[config.mk]
export PLATFORM = sky130hd
export DESIGN_NAME = io_bus_responder
export DESIGN_NICKNAME = d
export VERILOG_FILES = /design/src/rtl/io_responder_pkg.sv /design/src/rtl/io_tx_fifo.sv /design/src/rtl/io_bus_responder.sv
export SDC_FILE = /design/constraint.sdc
export NUM_CORES = 1
export LEC_CHECK = 0
export BUFFER_PORTS_ARGS = -buffer_cell sky130_fd_sc_hd__buf_2
export CAP_MARGIN = 10
export CORE_MARGIN = 4
export CORE_UTILIZATION = 54
export DETAILED_ROUTE_END_ITERATION = 10
export PLACE_DENSITY = 0.75
export SLEW_MARGIN = 30
export SYNTH_ARGS = -nofsm -noshare
export SYNTH_HDL_FRONTEND = slang
export SYNTH_SLANG_ARGS = --single-unit
[constraint.sdc]
create_clock -name main_clk -period 2.6 [get_ports main_clk]
set_input_delay 0.52 -clock main_clk [delete_from_list [all_inputs] [get_ports main_clk]]
set_output_delay 0.52 -clock main_clk [all_outputs]
set_load 0.01 [all_outputs]
[src/rtl/io_responder_pkg.sv]
// Shared encodings for the IO bus responder: request codes, register map,
// STATUS bit layout and the default decode base.
package io_responder_pkg;

  typedef enum logic [1:0] {
    CTL_IDLE  = 2'b00,
    CTL_WRITE = 2'b01,
    CTL_READ  = 2'b10,
    CTL_RSVD  = 2'b11
  } ctl_e;

  localparam logic [3:0] IDX_STATUS     = 4'd0;
  localparam logic [3:0] IDX_TX_DATA    = 4'd1;
  localparam logic [3:0] IDX_RX_DATA    = 4'd2;
  localparam logic [3:0] IDX_CNT_LO     = 4'd3;
  localparam logic [3:0] IDX_CNT_HI     = 4'd4;
  localparam logic [3:0] IDX_STATUS_CLR = 4'd5;

  localparam int ST_TX_FULL  = 0;
  localparam int ST_TX_EMPTY = 1;
  localparam int ST_RX_VALID = 2;
  localparam int ST_RX_OVR   = 3;
  localparam int ST_CNT_LSB  = 4;
  localparam int ST_TX_DROP  = 8;

  localparam logic [7:0] IO_BASE_DEFAULT = 8'hFF;

  // Decoded request; rd/wr are only set when the base address matches.
  typedef struct packed {
    logic        rd;
    logic        wr;
    logic [3:0]  idx;
    logic [15:0] wdata;
  } io_req_t;

endpackage

[src/rtl/io_tx_fifo.sv]
// Byte FIFO feeding the TX sink. Push is ignored when full at the start of
// the cycle, even if a pop frees a slot on the same edge.
module io_tx_fifo #(
  parameter  int DEPTH = 8,
  localparam int AW    = $clog2(DEPTH)
) (
  input  logic          clk,
  input  logic          rst,
  input  logic          push,
  input  logic          pop,
  input  logic [7:0]    wdata,
  output logic [7:0]    rdata,
  output logic          full,
  output logic          empty,
  output logic [AW:0]   count
);

  localparam logic [AW:0] FULL_CNT = (AW+1)'(DEPTH);

  logic [7:0]    mem [DEPTH];
  logic [AW-1:0] wptr, rptr;
  logic          do_push, do_pop;

  assign full    = (count == FULL_CNT);
  assign empty   = (count == '0);
  assign do_push = push && !full;
  assign do_pop  = pop && !empty;
  assign rdata   = mem[rptr];

  // Depth is a power of two, so pointers wrap naturally.
  always_ff @(posedge clk) begin
    if (rst) begin
      wptr  <= '0;
      rptr  <= '0;
      count <= '0;
    end else begin
      if (do_push) wptr <= wptr + 1'b1;
      if (do_pop)  rptr <= rptr + 1'b1;
      case ({do_push, do_pop})
        2'b10:   count <= count + 1'b1;
        2'b01:   count <= count - 1'b1;
        default: ;
      endcase
    end
  end

  always_ff @(posedge clk) begin
    if (do_push) mem[wptr] <= wdata;
  end

endmodule

[src/rtl/io_bus_responder.sv]
// Memory-mapped IO responder: TX FIFO, single-byte RX holding register,
// free-running counter with shadowed high half, and scratch registers.
module io_bus_responder
  import io_responder_pkg::*;
#(
  parameter int         TX_DEPTH = 8,
  parameter logic [7:0] IO_BASE  = IO_BASE_DEFAULT
) (
  input  logic        main_clk,
  input  logic        main_reset,
  input  logic [1:0]  control_io,
  input  logic [31:0] address_io,
  input  logic [15:0] data_in_io,
  output logic [15:0] data_out_io,
  output logic [7:0]  tx_data,
  output logic        tx_valid,
  input  logic        tx_ready,
  input  logic [7:0]  rx_data,
  input  logic        rx_strobe
);

  localparam int CW = $clog2(TX_DEPTH) + 1;

  io_req_t          req;
  logic             tx_full, tx_empty, tx_push, tx_pop;
  logic [CW-1:0]    tx_count;
  logic [6:0]       tx_count_ext;
  logic [15:0]      status, rd_mux;
  logic             rx_rd, sts_clr, ovr_set, drop_set;

  logic [7:0]       rx_byte;
  logic             rx_valid, rx_overrun, tx_drop;
  logic [31:0]      counter;
  logic [15:0]      shadow;
  logic [7:0][15:0] scratch;
  logic             rd_vld_q;
  logic [15:0]      rd_data_q;

  logic unused_addr;
  assign unused_addr = ^{address_io[23:5], address_io[0]};

  always_comb begin
    req       = '0;
    req.idx   = address_io[4:1];
    req.wdata = data_in_io;
    if (address_io[31:24] == IO_BASE) begin
      req.rd = (control_io == CTL_READ);
      req.wr = (control_io == CTL_WRITE);
    end
  end

  assign tx_push  = req.wr && (req.idx == IDX_TX_DATA);
  assign tx_pop   = tx_valid && tx_ready;
  assign tx_valid = !tx_empty;
  assign rx_rd    = req.rd && (req.idx == IDX_RX_DATA);
  assign sts_clr  = req.wr && (req.idx == IDX_STATUS_CLR);
  assign ovr_set  = rx_strobe && rx_valid && !rx_rd;
  assign drop_set = tx_push && tx_full;

  io_tx_fifo #(.DEPTH(TX_DEPTH)) u_tx_fifo (
    .clk   (main_clk),
    .rst   (main_reset),
    .push  (tx_push),
    .pop   (tx_pop),
    .wdata (req.wdata[7:0]),
    .rdata (tx_data),
    .full  (tx_full),
    .empty (tx_empty),
    .count (tx_count)
  );

  assign tx_count_ext = 7'(tx_count);

  always_comb begin
    status                       = '0;
    status[ST_TX_FULL]           = tx_full;
    status[ST_TX_EMPTY]          = tx_empty;
    status[ST_RX_VALID]          = rx_valid;
    status[ST_RX_OVR]            = rx_overrun;
    status[ST_CNT_LSB +: 4]      = (tx_count_ext > 7'd15) ? 4'hF : tx_count_ext[3:0];
    status[ST_TX_DROP]           = tx_drop;
  end

  // Read data reflects state at the start of the request cycle.
  always_comb begin
    rd_mux = '0;
    case (req.idx)
      IDX_STATUS:  rd_mux = status;
      IDX_RX_DATA: rd_mux = {8'h00, rx_byte};
      IDX_CNT_LO:  rd_mux = counter[15:0];
      IDX_CNT_HI:  rd_mux = shadow;
      default:     if (req.idx[3]) rd_mux = scratch[req.idx[2:0]];
    endcase
  end

  always_ff @(posedge main_clk) begin
    if (main_reset) begin
      data_out_io <= '0;
      rd_vld_q    <= 1'b0;
      rd_data_q   <= '0;
      rx_byte     <= '0;
      rx_valid    <= 1'b0;
      rx_overrun  <= 1'b0;
      tx_drop     <= 1'b0;
      counter     <= '0;
      shadow      <= '0;
      scratch     <= '0;
    end else begin
      counter   <= counter + 32'd1;
      // Two-stage read pipe: capture, then present.
      rd_vld_q  <= req.rd;
      rd_data_q <= rd_mux;
      if (rd_vld_q) data_out_io <= rd_data_q;

      if (rx_strobe) rx_byte <= rx_data;
      rx_valid <= rx_strobe || (rx_valid && !rx_rd);

      // Set beats clear on the sticky bits.
      if (ovr_set)                       rx_overrun <= 1'b1;
      else if (sts_clr && data_in_io[3]) rx_overrun <= 1'b0;
      if (drop_set)                      tx_drop <= 1'b1;
      else if (sts_clr && data_in_io[8]) tx_drop <= 1'b0;

      if (req.rd && (req.idx == IDX_CNT_LO)) shadow <= counter[31:16];
      if (req.wr && req.idx[3])              scratch[req.idx[2:0]] <= req.wdata;
    end
  end

endmodule

== Word-level counts from Yosys, hierarchy flattened ==
Memories as Yosys holds them, arrays and structs flattened. A register that Yosys moved wholly into a read port is not among the register bits.
Cells that the tools add are included.

* Memory bits (writable): 64
* Latch bits: 0
* Bits in registers: 230
* Memories: 1
* Input port bits: 62
* Output and inout port bits: 25
* Memory bits (read-only): 0

* Add/subtract/negate cells: 5
* Reduce and logical (&&, ||, !) cells: 24
* Mux-type cells: 18
* Div/mod/pow operators: 0
* Equality and inequality tests: 11
* Order comparisons: 3
* Shift-type cells: 0
* Multiply operators: 0
* Bitwise gates (word level): 0

{| class="wikitable"
|+ Memories
! memory !! words !! width !! read ports !! clocked after Yosys merged registers in !! write ports !! line !! RTL
|-
| u_tx_fifo.mem || 8 || 8 || 1 || 1 || 1 || io_tx_fifo.sv:20 || <nowiki>logic [7:0] mem [DEPTH];</nowiki>
|}

{| class="wikitable"
|+ Operators by type and width
! cell !! count
|-
| 128-bit bitwise mux || 1
|-
| 16-bit one-hot mux with 4 select lines || 1
|-
| 16-bit binary-select mux with 3-bit select || 1
|-
| 16-bit demux with 3-bit select || 1
|-
| 16-bit 2-to-1 mux || 3
|-
| 32-bit by 1-bit adder with 32-bit output, second input constant || 1
|-
| 1-bit logical AND || 15
|-
| 4-bit by 2-bit equality test with 1-bit output, second input constant || 2
|-
| 4-bit by 3-bit equality test with 1-bit output, second input constant || 2
|-
| 8-bit equality test, second input constant || 1
|-
| 4-bit zero test || 2
|-
| 4-bit one-hot mux with 2 select lines || 1
|-
| 3-bit by 1-bit adder with 3-bit output, second input constant || 2
|-
| 1-bit 2-to-1 mux || 6
|-
| 3-bit 2-to-1 mux || 2
|-
| 2-bit nonzero test || 3
|-
| 4-bit by 1-bit adder with 4-bit output, second input constant || 1
|-
| 2-bit by 1-bit equality test with 1-bit output, second input constant || 2
|-
| 2-bit equality test, second input constant || 2
|-
| 4-bit by 1-bit equality test with 1-bit output, second input constant || 1
|-
| 4-bit equality test, second input constant || 1
|-
| 4-bit greater-than comparator, second input constant || 1
|-
| 3-bit by 4-bit less-than comparator with 1-bit output, second input constant || 1
|-
| 4-bit 2-to-1 mux || 1
|-
| other kinds (5) || 7
|}

== Longest topological paths before layout ==
* Depth after elaboration: 6
* Gate-level depth with buffers: 12
* Gate-level depth less buffers: 11

== Cells and area by module ==
From an unflattened synthesis, not the netlist that was laid out.

* Cells, all modules: 1187
* Area total of the unflattened synthesis: 12718.4 um^2

{| class="wikitable"
|+ Modules (own cells, without submodules)
! module !! instances !! area an instance (um^2) !! cells each
|-
| io_bus_responder || 1 || 9591.7 || 1020
|-
| io_tx_fifo || 1 || 3126.7 || 167
|}

== Least setup slack after synthesis ==
Ideal clock, no wire load.

* Path type: input to register
* Start: input address_io[3]
* End: register u_tx_fifo.count[2]
* Library setup time: 0.070 ns
* Stages: 12
* Data arrival time: 2.751 ns
* Slack: -0.222 ns
* Cell sequence: buf_2 > buf_2 > nor4b_1 > nor2b_1 > nand2_1 > ha_1 > xor2_1 > ha_1 > a21oi_1 > xor2_1 > or3_1 > a21oi_1

* Longest elaborated chain between the ends: 5
* Elaborated cells on any way between the ends: 7
* Classes of those cells: eq/ne (3); mux (1); reduce/logical (3)

{| class="wikitable"
|+ Ends and longest elaborated chain
! item !! line !! RTL
|-
| start, declared || io_bus_responder.sv:12 || <nowiki>input logic [31:0] address_io,</nowiki>
|-
| 4-bit by 1-bit equality test with 1-bit output (*) || io_bus_responder.sv:52 || <nowiki>assign tx_push = req.wr && (req.idx == IDX_TX_DATA);</nowiki>
|-
| 1-bit logical AND (*) || io_bus_responder.sv:52 ||
|-
| 1-bit logical AND (*) || io_tx_fifo.sv:26 || <nowiki>assign do_push = push && !full;</nowiki>
|-
| 2-bit by 1-bit equality test with 1-bit output / 2-bit equality test (equally long branches) || io_tx_fifo.sv:39 || <nowiki>case ({do_push, do_pop})</nowiki>
|-
| 4-bit one-hot mux with 2 select lines / 2-bit nonzero test (equally long branches) || n/a ||
|-
| end signal, assigned || io_tx_fifo.sv:40 || <nowiki>2'b10: count <= count + 1'b1;</nowiki>
|-
| end signal, assigned || io_tx_fifo.sv:41 || <nowiki>2'b01: count <= count - 1'b1;</nowiki>
|-
| end, declared || io_tx_fifo.sv:15 || <nowiki>output logic [AW:0] count</nowiki>
|}

Mark *: on every way between the ends. The rest lies on a longest branch, timed or not.
A chain may end at the register's enable or synchronous reset.

==> flow_summary_export.csv <==
group,metric,value,unit
drt,wl_per_cell,19.1,um
synth,synth-async-reset-ratio,0,%
run_status,status,"finished clean",
power_and_ir_drop,p_sw,2.00,mW
run,drv_cap,0,
drt,routed_via_density,5.77,
place,placed_area,0.0134,sq mm
place,place_congestion,0.817,
global_route,grt_pass1_wl,47700,um
worst_setup_path,critPathBufInv,2,
floorplan,die-area,0.0260,sq mm
clock_network,cts.htree.levels,1,
synth,ys.flop_type,"dfxtp_1",
floorplan,die_w,161,um
timing,final.setup_skew,0.0113,ns
global_route,grt.total_usage,22.6,%
synth,synth-edff-count,64,
timing,setup_ws,0.0162,ns
power_and_ir_drop,swShare,21.5,%
place,port_buffers,66,
timing,rsz0062_at_grt,"true",
power_and_ir_drop,p_seq_share,51.0,%
drt,dr_total_vias,9030,
drt,drt_iter0_drc,642,
timing,holdWs,0.208,ns
power_and_ir_drop,p_clk_share,45.0,%
clock_network,ctsRootBufferMaster,"clkbuf_16",
timing,final-hold-violation-count,0,
worst_setup_path,crit_fanout,8,
synth,synth_area_leaders,"dfxtp_1 (37%), edfxtp_1 (15%), mux2i_1 (14%), mux4_2 (5.9%), nor2_1 (4.7%)",
synth,ys_top_cells_by_count,"dfxtp_1 (233), mux2i_1 (176), nor2_1 (160)",
worst_setup_path,crit_path_end_kind,"output port",
clock_network,cts_buffers,30,
drt,firstDrtPassIters,5,
place,post-place-ws,-0.00497,ns
timing,drv_slew,0,
global_route,grt_overflow_total,0,
timing,fmax,0.387,GHz
synth,avgSynthCellArea,10.8,sq um
worst_setup_path,required,2.08,ns
final_layout,finish.instance_area,0.0145,sq mm
timing,relSlewSlack,39.1,%
timing,post-route-period-util,99.4,%
synth,synth-seq-cells,297,
clock_network,ctsLongestPathBuffers,3,
synth,yosysSeqAreaShare,52.0,%
final_layout,n_antenna_cell,0,
worst_setup_path,worst-setup-path-type,"reg2out",
worst_setup_path,crit_chain,"buf_12 > mux4_2 > mux2_4 > buf_6",
power_and_ir_drop,peakVddDrop,0.514,mV
clock_network,path_clk_slew,0.06,ns
synth,yosysMostFrequentCell,"dfxtp_1",
floorplan,rows,55,
worst_setup_path,slowest_stage,"mux4_2",
power_and_ir_drop,comb_power_share,4.0,%
global_route,grt_antenna_before_repair,0,
hold_path,hp-class,"in2reg",
synth,syn_inst,1172,
place,dp_hpwl,18600,um
global_route,grt_pass1_vias,8767,
drt,ant_nets,0,
clock_network,tritoncts,"built",
clock_network,numClockSinks,297,
final_layout,drive_gt1_share,18.2,%
synth,synth_cell_type_count,54,
drt,drc,0,
power_and_ir_drop,power_leakage,5.46,nW
timing,min_period,2.58,ns
clock_network,clk_latency,0.55,ns
worst_setup_path,start_kind,"flip-flop",
drt,drt-total-wl,29900,um
floorplan,core_area,0.0228,sq mm
worst_setup_path,critPathArrivalTime,2.06,ns
synth,yosysTopAreaCell,"dfxtp_1",
floorplan,die_h,161,um
final_layout,area_growth,14.6,%
timing,tightest_slew,0.912,ns
global_route,grt_start_max_net_pins,115,
timing,setup_viol,0,
worst_setup_path,critical_path.top_delay_family,"multiplexers",
synth,synth_nets,1240,
worst_setup_path,critical_path.max_stage_delay,0.55,ns
synth,netlist_area,0.0127,sq mm
final_layout,nets,1296,
floorplan,initial_core_util,55.4,%
synth,yosysWarnings,0,
power_and_ir_drop,p_per_area,641,mW/mm^2
floorplan,io_pins,87,
power_and_ir_drop,power_report.internal_total,7.30,mW
synth,synth_top_area_share,36.8,%
[worst register-to-register path: cells and delay by family (launching register included)]
family / cells / cell delay [ns]
simple gates: 4 / 0.81
buf+inv: 2 / 0.39
fa+ha+maj: 2 / 0.36
xor+xnor: 2 / 0.32
compound gates: 2 / 0.21
flops: 1 / 0.35
[stage by stage]
stage | cells | total power, mW | setup TNS (ns) | utilization (%)
3_5_place_dp | 1507 | 5.21 | -0.00497 | 58.9
5_1_grt | 1564 | 9.61 | -0.107 | 63.5
2_1_floorplan | 1172 | 5.07 | -0.551 | -
4_1_cts | 1563 | 9.37 | -0.00834 | 63.3
3_3_place_gp | 1507 | 5.21 | 0 | 58.9
6_report | 1564 | 9.30 | 0 | 63.5
[area by class of cell]
| type | instances | area [sq um] |
|---|---|---|
| clock buffer | 43 | 851 |
| multi-input combinational | 772 | 5680 |
| clock inverter | 12 | 111 |
| inverter | 7 | 26.3 |
| sequential | 297 | 6590 |
| tap | 313 | 392 |
| fill | 1831 | 8340 |
| timing repair buffer | 120 | 862 |
[metal layers]
layer | vias to the layer above | track usage (%) | part of all wire [%]
met3 | 59 | 3.50 | 5.1
met5 | - | 0.189 | 0
li1 | 4317 | - | -
met1 | 4424 | 31.0 | 45
met2 | 230 | 37.6 | 48
met4 | 0 | 6.13 | 2.5
[cells by family after synthesis]
family / after synthesis / share of synthesized area [%]
adders and majority gates: 6 / 0.593
muxes: 220 / 20.8
and+or+nand+nor: 392 / 15.1
DFF: 297 / 52.0
buffers and inverters: 103 / 3.65
AOI/OAI and AO/OA: 139 / 6.83
xor gates and xnor gates: 15 / 1.04
[flip-flops by register name, indices dropped and copies added (netlist names), named ones only]
signal / count
scratch: 128
u_tx_fifo.mem: 64
counter: 32
data_out_io: 16
rd_data_q: 16
shadow: 16
rx_byte: 8
u_tx_fifo.count: 4
u_tx_fifo.rptr: 3
u_tx_fifo.wptr: 3
rd_vld_q: 1
rx_overrun: 1
rx_valid: 1
tx_drop: 1
[power groups by stage]
stage / combinational (mW) / clock (mW) / sequential (mW)
finish: 0.375 / 4.19 / 4.74
global placement: 0.365 / 0 / 4.84
global route: 0.404 / 4.47 / 4.74
floorplan: 0.232 / 0 / 4.84
detailed placement: 0.370 / 0 / 4.84
CTS: 0.372 / 4.26 / 4.74
[cells in the final DEF, fill, tap and decap left out, drive strengths merged, types with 2 or more instances in the layout]
cell type | Yosys | layout
nor4b | 4 | 4
a2bb2oi | 13 | 13
edfxtp | 64 | 64
mux2i | 176 | 176
nor2 | 160 | 160
o2bb2ai | 6 | 6
clkinvlp | 0 | 4
buf | 33 | 120
mux4 | 33 | 33
nor2b | 13 | 13
inv | 7 | 8
or3 | 8 | 8
a21oi | 72 | 72
or4 | 17 | 17
and4 | 7 | 7
xnor2 | 3 | 3
o2111ai | 2 | 2
nand4 | 18 | 18
dfxtp | 233 | 233
nand3 | 26 | 26
a22oi | 13 | 13
ha | 6 | 6
xor2 | 12 | 12
clkinv | 0 | 5
nand4b | 2 | 2
bufinv | 0 | 2
nor4 | 9 | 9
a221oi | 2 | 2
mux2 | 11 | 11
nand2 | 102 | 102
nand2b | 7 | 7
clkbuf | 63 | 43
o21ai | 12 | 12
nor3 | 9 | 9
nor4bb | 3 | 3
and2 | 3 | 3
o31ai | 13 | 13
[final timing paths]
kind                       from            endpoint  slack (ns)  cells after the start
max                   flip-flop          tx_data[5]        0.02                      4
max reg2reg  u_tx_fifo.count[1]  u_tx_fifo.count[2]        0.09                     12
min reg2reg         scratch[77]         scratch[77]        0.45                      2
min                  rx_data[2]          rx_byte[2]        0.21                      3
[timing repair]
item	4_1_cts	5_1_grt
resized for setup	6	8
endpoints found under the setup margin	3	3
pin swaps	0	0
cloned	1	0
hold buffers	0	0
hold endpoints to repair	0	0
buffers inserted	0	1
(Power assumes the default switching activity.)
